===== config.mk =====
export PLATFORM = sky130hd
export DESIGN_NAME = grom_io_display_flat
export DESIGN_NICKNAME = d
export VERILOG_FILES = /design/src/rtl/grom_io_pkg.sv /design/src/rtl/grom_io_display_if.sv /design/src/rtl/grom_io_seg_decode.sv /design/src/rtl/grom_io_display.sv /design/src/flat_wrapper.sv
export SDC_FILE = /design/constraint.sdc
export NUM_CORES = 1
export LEC_CHECK = 0
export CAP_MARGIN = 20
export CORE_MARGIN = 10
export CORE_UTILIZATION = 40
export DETAILED_ROUTE_END_ITERATION = 16
export DONT_BUFFER_PORTS = 1
export SLEW_MARGIN = 20
export SYNTH_ARGS = -nofsm -noshare
export SYNTH_HDL_FRONTEND = slang
export SYNTH_SLANG_ARGS = --single-unit

===== constraint.sdc =====
create_clock -name i_Clk -period 4.35 [get_ports i_Clk]
set_clock_uncertainty 0.2 [all_clocks]
set_input_delay 0.435 -clock i_Clk [delete_from_list [all_inputs] [get_ports i_Clk]]
set_output_delay 0.435 -clock i_Clk [all_outputs]
set_load 0.05 [all_outputs]

===== src/rtl/grom_io_pkg.sv =====
// -----------------------------------------------------------------------------
// grom_io_pkg
// Shared definitions for the grom8 I/O display controller:
//   - byte offsets of the port bank (relative to PORT_BASE)
//   - scan FSM state encoding
//   - hex nibble -> 7-segment lookup table, segments ordered {G,F,E,D,C,B,A},
//     active high
// -----------------------------------------------------------------------------
package grom_io_pkg;

   localparam logic [7:0] DIGIT_BASE = 8'h00;  // first digit-pair port
   localparam int         PAIR_CNT   = 4;      // digit-pair ports 0x00..0x03
   localparam logic [7:0] CTRL_OFS   = 8'h10;  // bit 0: display enable
   localparam logic [7:0] LED_OFS    = 8'h11;  // bits [3:0]: LED register

   typedef enum logic [1:0] {
      ST_OFF  = 2'd0,
      ST_GAP  = 2'd1,
      ST_SHOW = 2'd2
   } scan_state_t;

   // Index 0 is the rightmost entry.
   localparam logic [15:0][6:0] SEG_TABLE = {
      7'h71, 7'h79, 7'h5E, 7'h39,   // F E d C
      7'h7C, 7'h77, 7'h6F, 7'h7F,   // b A 9 8
      7'h07, 7'h7D, 7'h6D, 7'h66,   // 7 6 5 4
      7'h4F, 7'h5B, 7'h06, 7'h3F    // 3 2 1 0
   };

endpackage


===== src/rtl/grom_io_display_if.sv =====
// -----------------------------------------------------------------------------
// grom_io_display_if
// CPU I/O bus as seen by the display controller.
//   addr   CPU address (ADDR_W bits)
//   data   CPU write data
//   we     write strobe
//   ioreq  I/O cycle qualifier
//   rdata  registered read data returned by the controller
// master: CPU side; slave: controller side.
// -----------------------------------------------------------------------------
interface grom_io_display_if #(
   parameter int ADDR_W = 12
);
   logic [ADDR_W-1:0] addr;
   logic [7:0]        data;
   logic              we;
   logic              ioreq;
   logic [7:0]        rdata;

   modport master (
      output addr, data, we, ioreq,
      input  rdata
   );

   modport slave (
      input  addr, data, we, ioreq,
      output rdata
   );
endinterface


===== src/rtl/grom_io_seg_decode.sv =====
// -----------------------------------------------------------------------------
// grom_io_seg_decode
// Purely combinational hex nibble -> 7-segment decoder.
//   nibble    in   4  hex value 0..F
//   segments  out  7  {G,F,E,D,C,B,A}, active high
// -----------------------------------------------------------------------------
module grom_io_seg_decode
   import grom_io_pkg::*;
(
   input  logic [3:0] nibble,
   output logic [6:0] segments
);

   assign segments = SEG_TABLE[nibble];

endmodule


===== src/rtl/grom_io_display.sv =====
// -----------------------------------------------------------------------------
// grom_io_display
// Memory-mapped I/O display controller for grom8. Decodes CPU I/O cycles to a
// small byte-port bank holding DIGITS hex nibbles, a control register and an
// LED register, and time-multiplexes one 7-segment bus across DIGITS digit
// selects with a one-cycle blanking gap between digits.
//
// Ports:
//   i_Clk        in   1       system clock, rising edge
//   i_Reset_n    in   1       synchronous, active-low reset
//   bus          slave        CPU I/O bus (addr, data, we, ioreq, rdata)
//   o_Segments   out  7       {G,F,E,D,C,B,A}, active high
//   o_Digit_Sel  out  DIGITS  one-hot digit enable, bit 0 = least significant
//   o_LED        out  4       LED register
//
// Build option: define GROM_IO_LZB_EN to enable leading-zero blanking.
// -----------------------------------------------------------------------------
module grom_io_display
   import grom_io_pkg::*;
#(
   parameter int                DIGITS    = 2,
   parameter int                SCAN_DIV  = 1024,
   parameter int                ADDR_W    = 12,
   parameter logic [ADDR_W-1:0] PORT_BASE = '0
) (
   input  logic              i_Clk,
   input  logic              i_Reset_n,
   grom_io_display_if.slave  bus,
   output logic [6:0]        o_Segments,
   output logic [DIGITS-1:0] o_Digit_Sel,
   output logic [3:0]        o_LED
);

   localparam int IDX_W = (DIGITS > 1) ? $clog2(DIGITS) : 1;
   localparam int CNT_W = $clog2(SCAN_DIV);
   localparam logic [IDX_W-1:0] IDX_LAST = IDX_W'(DIGITS - 1);
   localparam logic [CNT_W-1:0] CNT_LAST = CNT_W'(SCAN_DIV - 1);

   // ---------------------------------------------------------------------
   // Address decode
   // ---------------------------------------------------------------------
   logic [ADDR_W-1:0] offset;
   logic [ADDR_W-1:0] pair_ofs;
   logic [1:0]        pair_sel;
   logic              hit_pair;
   logic              hit_ctrl;
   logic              hit_led;
   logic              wr_stb;
   logic              rd_stb;

   always_comb begin
      offset   = bus.addr - PORT_BASE;
      pair_ofs = offset - ADDR_W'(DIGIT_BASE);
      hit_pair = (pair_ofs < ADDR_W'(PAIR_CNT));
      hit_ctrl = (offset == ADDR_W'(CTRL_OFS));
      hit_led  = (offset == ADDR_W'(LED_OFS));
      pair_sel = pair_ofs[1:0];
      wr_stb   = bus.ioreq & bus.we;
      rd_stb   = bus.ioreq & ~bus.we;
   end

   // ---------------------------------------------------------------------
   // Register bank
   // ---------------------------------------------------------------------
   logic [3:0] digit_q [DIGITS];
   logic       en_q;
   logic [3:0] led_q;

   always_ff @(posedge i_Clk) begin
      if (!i_Reset_n) begin
         for (int i = 0; i < DIGITS; i++) begin
            digit_q[i] <= 4'h0;
         end
         en_q  <= 1'b1;
         led_q <= 4'h0;
      end else if (wr_stb) begin
         if (hit_pair) begin
            // Only digits that exist are stored; the rest of a pair is dropped.
            for (int i = 0; i < DIGITS; i++) begin
               if (2'(i / 2) == pair_sel) begin
                  digit_q[i] <= i[0] ? bus.data[7:4] : bus.data[3:0];
               end
            end
         end
         if (hit_ctrl) begin
            en_q <= bus.data[0];
         end
         if (hit_led) begin
            led_q <= bus.data[3:0];
         end
      end
   end

   assign o_LED = led_q;

   // Read mux: absent digits and unmapped offsets read as zero.
   logic [7:0] rd_val;

   always_comb begin
      rd_val = 8'h00;
      if (hit_pair) begin
         for (int i = 0; i < DIGITS; i++) begin
            if (2'(i / 2) == pair_sel) begin
               if (i[0]) begin
                  rd_val[7:4] = digit_q[i];
               end else begin
                  rd_val[3:0] = digit_q[i];
               end
            end
         end
      end else if (hit_ctrl) begin
         rd_val = {7'b0, en_q};
      end else if (hit_led) begin
         rd_val = {4'b0, led_q};
      end
   end

   always_ff @(posedge i_Clk) begin
      if (!i_Reset_n) begin
         bus.rdata <= 8'h00;
      end else if (rd_stb) begin
         bus.rdata <= rd_val;
      end
   end

   // ---------------------------------------------------------------------
   // Scan FSM
   // ---------------------------------------------------------------------
   scan_state_t      state_q, state_d;
   logic [CNT_W-1:0] cnt_q, cnt_d;
   logic [IDX_W-1:0] idx_q, idx_d;

   always_ff @(posedge i_Clk) begin
      if (!i_Reset_n) begin
         state_q <= ST_GAP;
         cnt_q   <= '0;
         idx_q   <= '0;
      end else begin
         state_q <= state_d;
         cnt_q   <= cnt_d;
         idx_q   <= idx_d;
      end
   end

   always_comb begin
      state_d = state_q;
      cnt_d   = cnt_q;
      idx_d   = idx_q;
      if (!en_q) begin
         state_d = ST_OFF;
         cnt_d   = '0;
         idx_d   = '0;
      end else begin
         case (state_q)
            ST_OFF: begin
               state_d = ST_GAP;
               cnt_d   = '0;
               idx_d   = '0;
            end
            ST_GAP: begin
               state_d = ST_SHOW;
            end
            ST_SHOW: begin
               if (cnt_q == CNT_LAST) begin
                  cnt_d   = '0;
                  idx_d   = (idx_q == IDX_LAST) ? '0 : idx_q + IDX_W'(1);
                  state_d = ST_GAP;
               end else begin
                  cnt_d = cnt_q + CNT_W'(1);
               end
            end
            default: begin
               state_d = ST_OFF;
               cnt_d   = '0;
               idx_d   = '0;
            end
         endcase
      end
   end

   // Select the current digit and build its one-hot enable.
   logic [3:0]        cur_nib;
   logic [DIGITS-1:0] sel_oh;

   always_comb begin
      cur_nib = 4'h0;
      sel_oh  = '0;
      for (int i = 0; i < DIGITS; i++) begin
         if (IDX_W'(i) == idx_q) begin
            cur_nib   = digit_q[i];
            sel_oh[i] = 1'b1;
         end
      end
   end

   logic blank;

`ifdef GROM_IO_LZB_EN
   // Walk from the most significant digit down; a digit is a leading zero
   // when it and everything above it are zero. Digit 0 always shows.
   logic lead_zero;

   always_comb begin
      lead_zero = 1'b1;
      blank     = 1'b0;
      for (int i = DIGITS - 1; i >= 0; i--) begin
         lead_zero = lead_zero & (digit_q[i] == 4'h0);
         if ((i != 0) && (IDX_W'(i) == idx_q)) begin
            blank = lead_zero;
         end
      end
   end
`else
   assign blank = 1'b0;
`endif

   logic [6:0] seg_dec;

   grom_io_seg_decode u_seg_decode (
      .nibble   (cur_nib),
      .segments (seg_dec)
   );

   // ---------------------------------------------------------------------
   // Output register: follows the FSM state by one cycle, but is gated by
   // the live enable so clearing enable darkens the display on the next edge.
   // ---------------------------------------------------------------------
   logic [6:0]        seg_p1;
   logic [DIGITS-1:0] sel_p1;

   always_ff @(posedge i_Clk) begin
      if (!i_Reset_n) begin
         seg_p1 <= 7'h00;
         sel_p1 <= '0;
      end else if (en_q && (state_q == ST_SHOW)) begin
         seg_p1 <= blank ? 7'h00 : seg_dec;
         sel_p1 <= sel_oh;
      end else begin
         seg_p1 <= 7'h00;
         sel_p1 <= '0;
      end
   end

   assign o_Segments  = seg_p1;
   assign o_Digit_Sel = sel_p1;

endmodule


===== src/flat_wrapper.sv =====
// flat-port wrapper written by rule: the top's interface ports become plain ports
module grom_io_display_flat import grom_io_pkg::*;
#(
   parameter int                DIGITS    = 2,
   parameter int                SCAN_DIV  = 1024,
   parameter int                ADDR_W    = 12,
   parameter logic [ADDR_W-1:0] PORT_BASE = '0
)
  (i_Clk, i_Reset_n, o_Segments, o_Digit_Sel, o_LED, bus_addr, bus_data, bus_we, bus_ioreq, bus_rdata);
  grom_io_display_if #(.ADDR_W(ADDR_W)) bus_i ();
  input  logic i_Clk;
  input  logic i_Reset_n;
  output logic [6:0] o_Segments;
  output logic [DIGITS-1:0] o_Digit_Sel;
  output logic [3:0] o_LED;
  input wire logic [$bits(bus_i.addr)-1:0] bus_addr;
  input wire logic [$bits(bus_i.data)-1:0] bus_data;
  input wire logic [$bits(bus_i.we)-1:0] bus_we;
  input wire logic [$bits(bus_i.ioreq)-1:0] bus_ioreq;
  output wire logic [$bits(bus_i.rdata)-1:0] bus_rdata;
  assign bus_i.addr = bus_addr;
  assign bus_i.data = bus_data;
  assign bus_i.we = bus_we;
  assign bus_i.ioreq = bus_ioreq;
  assign bus_rdata = bus_i.rdata;
  grom_io_display #(.DIGITS(DIGITS), .SCAN_DIV(SCAN_DIV), .ADDR_W(ADDR_W), .PORT_BASE(PORT_BASE)) u_core (.i_Clk(i_Clk), .i_Reset_n(i_Reset_n), .bus(bus_i), .o_Segments(o_Segments), .o_Digit_Sel(o_Digit_Sel), .o_LED(o_LED));
endmodule

==> impl_metrics.toml, run 1 <==
[sta]
relSlewSlack_pct = 31.9
drv_slew = 0
max_freq_mhz = 393
worst_slew_pin_slew_ns = 1.02
finalHoldViolCount = 0
tns_ns = 0
post-route-period-util_pct = 58.5
setup-violations-final = 0
layout_setup_ws_ns = 1.81
rsz0062_at_grt = "no"
fin_crit_ns = 2.54

[yosys]
avgSynthCellArea_um2 = 9.62
syn_area_um2 = 2040
synth.area.top_cells = "dfxtp_1 (34%), edfxtp_1 (12%), ha_1 (4.9%)"
ys_ff_latch = 43
synthAdderAreaFrac_pct = 4.91
synthFlopType = "dfxtp_1"
synthSimpleGateAreaFrac_pct = 26.0
async_reset_ff_share_pct = 0
synthCells = 212
yosys.area_share.xor_xnor_pct = 1.72
synth_compound_area_share_pct = 13.6
seq_area_frac_synth_pct = 46.1
yosys.area.top_type = "dfxtp_1"
synthMuxAreaShare_pct = 5.64
synth-warning-count = 0
synth-edff-count = 8
synth_top_family_by_area = "simple AND/OR/NAND/NOR gates"
synth_cell_types = 43
synth_top_area_share_pct = 34.4
syn-num-nets = 244

[run]
max_cap_violations = 0

[clock_network]
htreeDepth = 2
tritoncts = "done"
cts_root_buf = "clkbuf_8"
path_clk_slew_ns = 0.08
ctsLongestPathBuffers = 2
cts_sinks = 43
cts_made_buffers = 5
clk_latency_ns = 0.29

[power_and_ir_drop]
internal-power_mw = 0.601
seqPwrFrac_pct = 55.6
p_comb_share_pct = 5.9
power_switching_mw = 0.184
power_leakage_nw = 0.781
p_clk_share_pct = 38.5
swShare_pct = 23.4
peakVddDrop_mv = 0.143
power_density_nw_per_um2 = 355

[min_path]
hold_path.class = "primary input to flip-flop"

[route]
dr.pass1.iters = 4
vias_per_cell = 5.47
final_antenna_net_count = 0
vias = 1536
drt-initial-drc-count = 56
wire_per_inst_um = 15.7
wl_um = 4400
drc_errors = 0

[cells_and_area]
multi_input_area_um2 = 1060
seq_area_um2 = 941
final_area_um2 = 2210
fill_cells = 484
area_delta_synth_final_pct = 8.59
drive_above_1_share_pct = 7.48
nets = 245
antenna_cells = 0
fin_cells = 281

[floorplanning]
die_width_um = 91.4
start_util_pct = 42.3
die_area_um2 = 8350
coreArea_um2 = 4820
io_pins = 45
die_y_um = 91.4
rows = 25

[setup_path]
crit_path_max_fanout = 8
cp_cell_sequence = "or4_1 -> nor4_4 -> nand2b_1 -> o21ai_1"
crit_arrival_ns = 2.28
worst-endpoint-required_ns = 4.08
critical_path_class = "primary input to flip-flop"
slowest_delay_ns = 0.63
critPathCaptureType = "flip-flop"
path_buf_inv = 0
slowest_stage = "or4_1"
cp_top_family = "simple AND/OR/NAND/NOR gates"
cp-start-kind = "primary input"

[grt]
grt-ovfl-total = 0
grt_max_degree = 25
grt_first_pass_wirelength_um = 7400
grt_pass1_vias = 1501
grt_usage_pct = 10.7
antenna_found_initial = 0

[placed_design]
dp_cells = 272
gp_congestion = 0.889
io_buffers = 0
dp_slack_ns = 1.14
dpl.hpwl_um = 3330
place_area_um2 = 2100

[run_status]
status = "finished clean"
## placed cells by master, fill, tap and decap left out, types with 2 or more instances in the layout
cell,count
edfxtp_1,8
or2_2,2
dfxtp_1,35
ha_1,8
a22oi_1,2
nand2_1,26
nor4_4,2
a211oi_1,2
nor2_1,8
and2_1,10
a21oi_1,5
o22ai_1,4
nand3b_1,4
and4_1,3
and3_1,2
nor3_1,3
a31oi_1,4
a221oi_1,3
xor2_1,3
nand4_1,6
inv_1,4
o21ai_0,10
nor2b_1,10
mux2i_1,7
clkbuf_8,5
nand3_1,11
mux2_2,4
o211ai_1,3
## synthesized netlist by cell type, types with 2 or more instances
library cell,n
and3_1,2
or2_2,2
nand4_1,6
nor3_1,3
xor2_1,3
ha_1,8
nor2_1,8
a21oi_1,5
a22oi_1,2
o211ai_1,3
a211oi_1,2
nor4_4,2
a221oi_1,3
clkbuf_1,7
inv_1,4
mux2i_1,7
a31oi_1,4
edfxtp_1,8
o22ai_1,4
nor2b_1,10
and4_1,3
and2_1,10
mux2_2,4
nand2_1,26
o21ai_0,11
nand3b_1,4
nand3_1,11
dfxtp_1,35
## power groups by stage
stage | sequential, mW | clock [mW] | combinational (mW)
after floorplan | 0.443 | 0 | 0.0399
after global placement | 0.447 | 0 | 0.0451
after detailed placement | 0.447 | 0 | 0.0451
after CTS | 0.437 | 0.308 | 0.0463
after global routing | 0.439 | 0.325 | 0.0524
final | 0.437 | 0.303 | 0.0460
## worst paths after layout
path	from	to	slack, ns	cells after the start
worst min register to register	u_core.cnt_q[8]	u_core.cnt_q[8]	0.26	1
worst min-delay path	i_Reset_n	u_core.en_q	0.04	1
worst max register to register	u_core.idx_q	u_core.o_Segments[6]	2.11	6
worst max-delay path	bus_addr[1]	u_core.digit_q[0][3]	1.81	4
## layer usage
metal | track usage (%) | up-vias | wire [um]
li1 | - | 786 | -
met1 | 12.8 | 701 | 2050
met2 | 15.8 | 43 | 1830
met3 | 5.43 | 6 | 469
met4 | 4.31 | 0 | 57
met5 | 0 | - | 0
## kinds of logic (layout without fill, tap and decap cells)
family          after synthesis  after routing
simple gates                 93             93
xor+xnor                      4              4
compound gates               42             42
fa+ha+maj                     8              8
flops                        43             43
buf+inv                      11             13
mux                          11             11
## worst register-to-register path, stage by stage, from the launching register on
cell	delay, ns
dfxtp_1	0.57
mux2i_1	0.49
inv_1	0.16
ha_1	0.27
nand2_1	0.10
o21ai_0	0.10
a221oi_1	0.26
## state kept, by name, indices dropped and copies added, names as in the netlist
register and count:
u_core.o_Digit_Sel 2, u_core.state_q 2, u_core.bus.rdata 8, u_core.cnt_q 10, u_core.idx_q 1, u_core.o_Segments 7
u_core.o_LED 4, u_core.digit_q 8, u_core.en_q 1
## final cells by class
class / instances / area share (%)
well taps: 67 / 3.79
flip-flops and latches: 43 / 42.5
multi-input cells: 158 / 47.7
repair buffers: 1 / 0.452
clock inverters: 3 / 1.75
inverters: 4 / 0.678
clock buffers: 5 / 3.11
## through the flow
step	hold WS [ns]	power, mW	util (%)
global route	0.0280	0.816	46.0
detailed placement	0.260	0.492	43.5
finish	0.0370	0.785	46.0
floorplan	0.226	0.483	-
CTS	0.0290	0.792	46.0
global placement	0.257	0.492	43.5
## what timing repair did
action                                 in CTS  in global routing
endpoints found under the hold margin       1                  0
hold buffers                                1                  0
buffers inserted                            0                  0
resized for setup                           0                  0
Note: power is estimated with default switching activity, not from simulation.
==> inputs of run 2 (changes only) <==
clock period = 2.5 ns   (was 4.35 ns; I/O delays follow)
==> run 2 against run 1 <==
  * Clock power is 49% higher
  * Sequential power is 74% higher
  * Utilization is 2.3 points higher
  * Power is 67% higher
  * Cell area is 5.0% higher
  * Sequential cell count stayed put
  * Global-route usage is 0.30 points higher
  * Highest routed layer unchanged
==> impl_metrics.toml, run 2 (synthesis results as in run 1) <==
[setup_path]
cp-start-kind = "primary input"
crit_path_max_fanout = 21
cp_top_family = "simple AND/OR/NAND/NOR gates"
slowest_delay_ns = 0.99
critPathCaptureType = "flip-flop"
cp_cell_sequence = "dlygate4sd3_1 -> nand2_1 -> nor2b_1 -> or2_2 -> a21o_1"
path_buf_inv = 1
slowest_stage = "dlygate4sd3_1"
worst-endpoint-required_ns = 2.53
crit_arrival_ns = 2.36
critical_path_class = "primary input to flip-flop"

[cells_and_area]
fin_cells = 295
largest_register_ffs = 10
top_register = "u_core.cnt_q"
layout_commonest_cell = "dfxtp_1"
area_delta_synth_final_pct = 14.0
reg_top3 = "u_core.cnt_q (10), u_core.bus.rdata (8), u_core.digit_q (8)"
nets = 259
final_cell_mix = "dfxtp_1 (35), nand2_1 (26), nand3_1 (11)"
antenna_cells = 0
drive_above_1_share_pct = 9.21
fill_cells = 489

[clock_network]
clk_latency_ns = 0.29
htreeDepth = 2
cts_made_buffers = 5
post_cts_buffers = 0
path_clk_slew_ns = 0.08
cts_root_buf = "clkbuf_8"
ctsLongestPathBuffers = 2
tritoncts = "done"
cts_sinks = 43
post_cts_resized = 0
hold_buffers = 10

[sta]
setup-violations-final = 0
finalHoldViolCount = 0
post-route-period-util_pct = 92.9
drv_slew = 0
layout_setup_ws_ns = 0.178
fin_crit_ns = 2.32
tns_ns = 0
rsz0062_at_grt = "no"
worst_slew_pin_slew_ns = 0.709
max_freq_mhz = 431
relSlewSlack_pct = 52.6
worst_hold_slack_ns = 0.0408

[grt]
grt_pass1_vias = 1560
antenna_found_initial = 0
grt_max_degree = 22
grt_first_pass_wirelength_um = 7690
grt-ovfl-total = 0
grt_usage_pct = 11.0

[route]
final_antenna_net_count = 0
dr.pass1.iters = 4
drt-initial-drc-count = 57
drc_errors = 0
vias_per_cell = 5.37
wl_um = 4560
wire_per_inst_um = 15.4
vias = 1585

[floorplanning]
rows = 25
die_width_um = 91.4
coreArea_um2 = 4820
die_area_um2 = 8350
start_util_pct = 42.3
die_y_um = 91.4
io_pins = 45

[run_status]
status = "finished clean"

[placed_design]
gp_congestion = 0.883
io_buffers = 0
dpl.hpwl_um = 3370
dp_cells = 277
dp_slack_ns = 0.325

[power_and_ir_drop]
power_density_nw_per_um2 = 564
peakVddDrop_mv = 0.240
power_leakage_nw = 0.836

[min_path]
hold_path.class = "primary input to flip-flop"

[run]
max_cap_violations = 0
[run 2: cell types whose count changed in the layout (fill, tap and decap cells not counted)]
cell / before / now
buf_4: 0 / 5
clkbuf_1: 0 / 1
clkinv_1: 1 / 0
bufinv_16: 1 / 0
dlygate4sd3_1: 1 / 10
clkbuf_8: 5 / 6
[run 2: worst paths after layout]
kind	depth (start not counted)	start	slack [ns]	endpoint
hold reg to reg	1	u_core.cnt_q[8]	0.28	u_core.cnt_q[8]
setup reg to reg	6	u_core.idx_q	0.31	u_core.o_Segments[6]
hold / removal	2	bus_we	0.04	u_core.bus.rdata[1]
setup / recovery	5	i_Reset_n	0.18	u_core.idx_q
[run 2: worst reg2reg max path, stage by stage, from the launching register on]
cell,delay [ns]
dfxtp_1,0.56
mux2i_1,0.47
inv_1,0.15
ha_1,0.26
nand2_1,0.09
o21ai_0,0.09
a221oi_1,0.26
[run 2: metrics by stage]
stage / total power [mW] / utilization [%] / cell area (um^2)
3_5_place_dp: 0.859 / 44.3 / 2130
6_report: 1.31 / 48.3 / 2330
4_1_cts: 1.33 / 48.3 / 2330
2_1_floorplan: 0.841 / - / 2040
5_1_grt: 1.37 / 48.3 / 2330
3_3_place_gp: 0.859 / 44.3 / 2130
[run 2: where the power goes]
group          internal (mW)  leakage, nW  switching (mW)
registers              0.723        0.359          0.0371
clock network          0.223       0.0482           0.227
logic                 0.0438        0.429          0.0578
[run 2: layout make-up]
type                    count  area, um^2  share of cell area (%)
clock buffers               7        86.3                    3.71
inverters                   4        15.0                   0.646
well taps                  67        83.8                    3.60
multi-input cells         158        1060                    45.5
clock inverters             1        5.00                   0.215
repair buffers             15         138                    5.92
flip-flops and latches     43         941                    40.5
[run 2: metal layers]
layer  global-route usage, %  share of wire, %  vias to the layer above
met3                    5.02               8.5                        5
met5                       0                 0                        -
met1                    13.6                48                      714
met4                    3.13               1.3                        0
met2                    16.6                42                       53
li1                        -                 -                      813
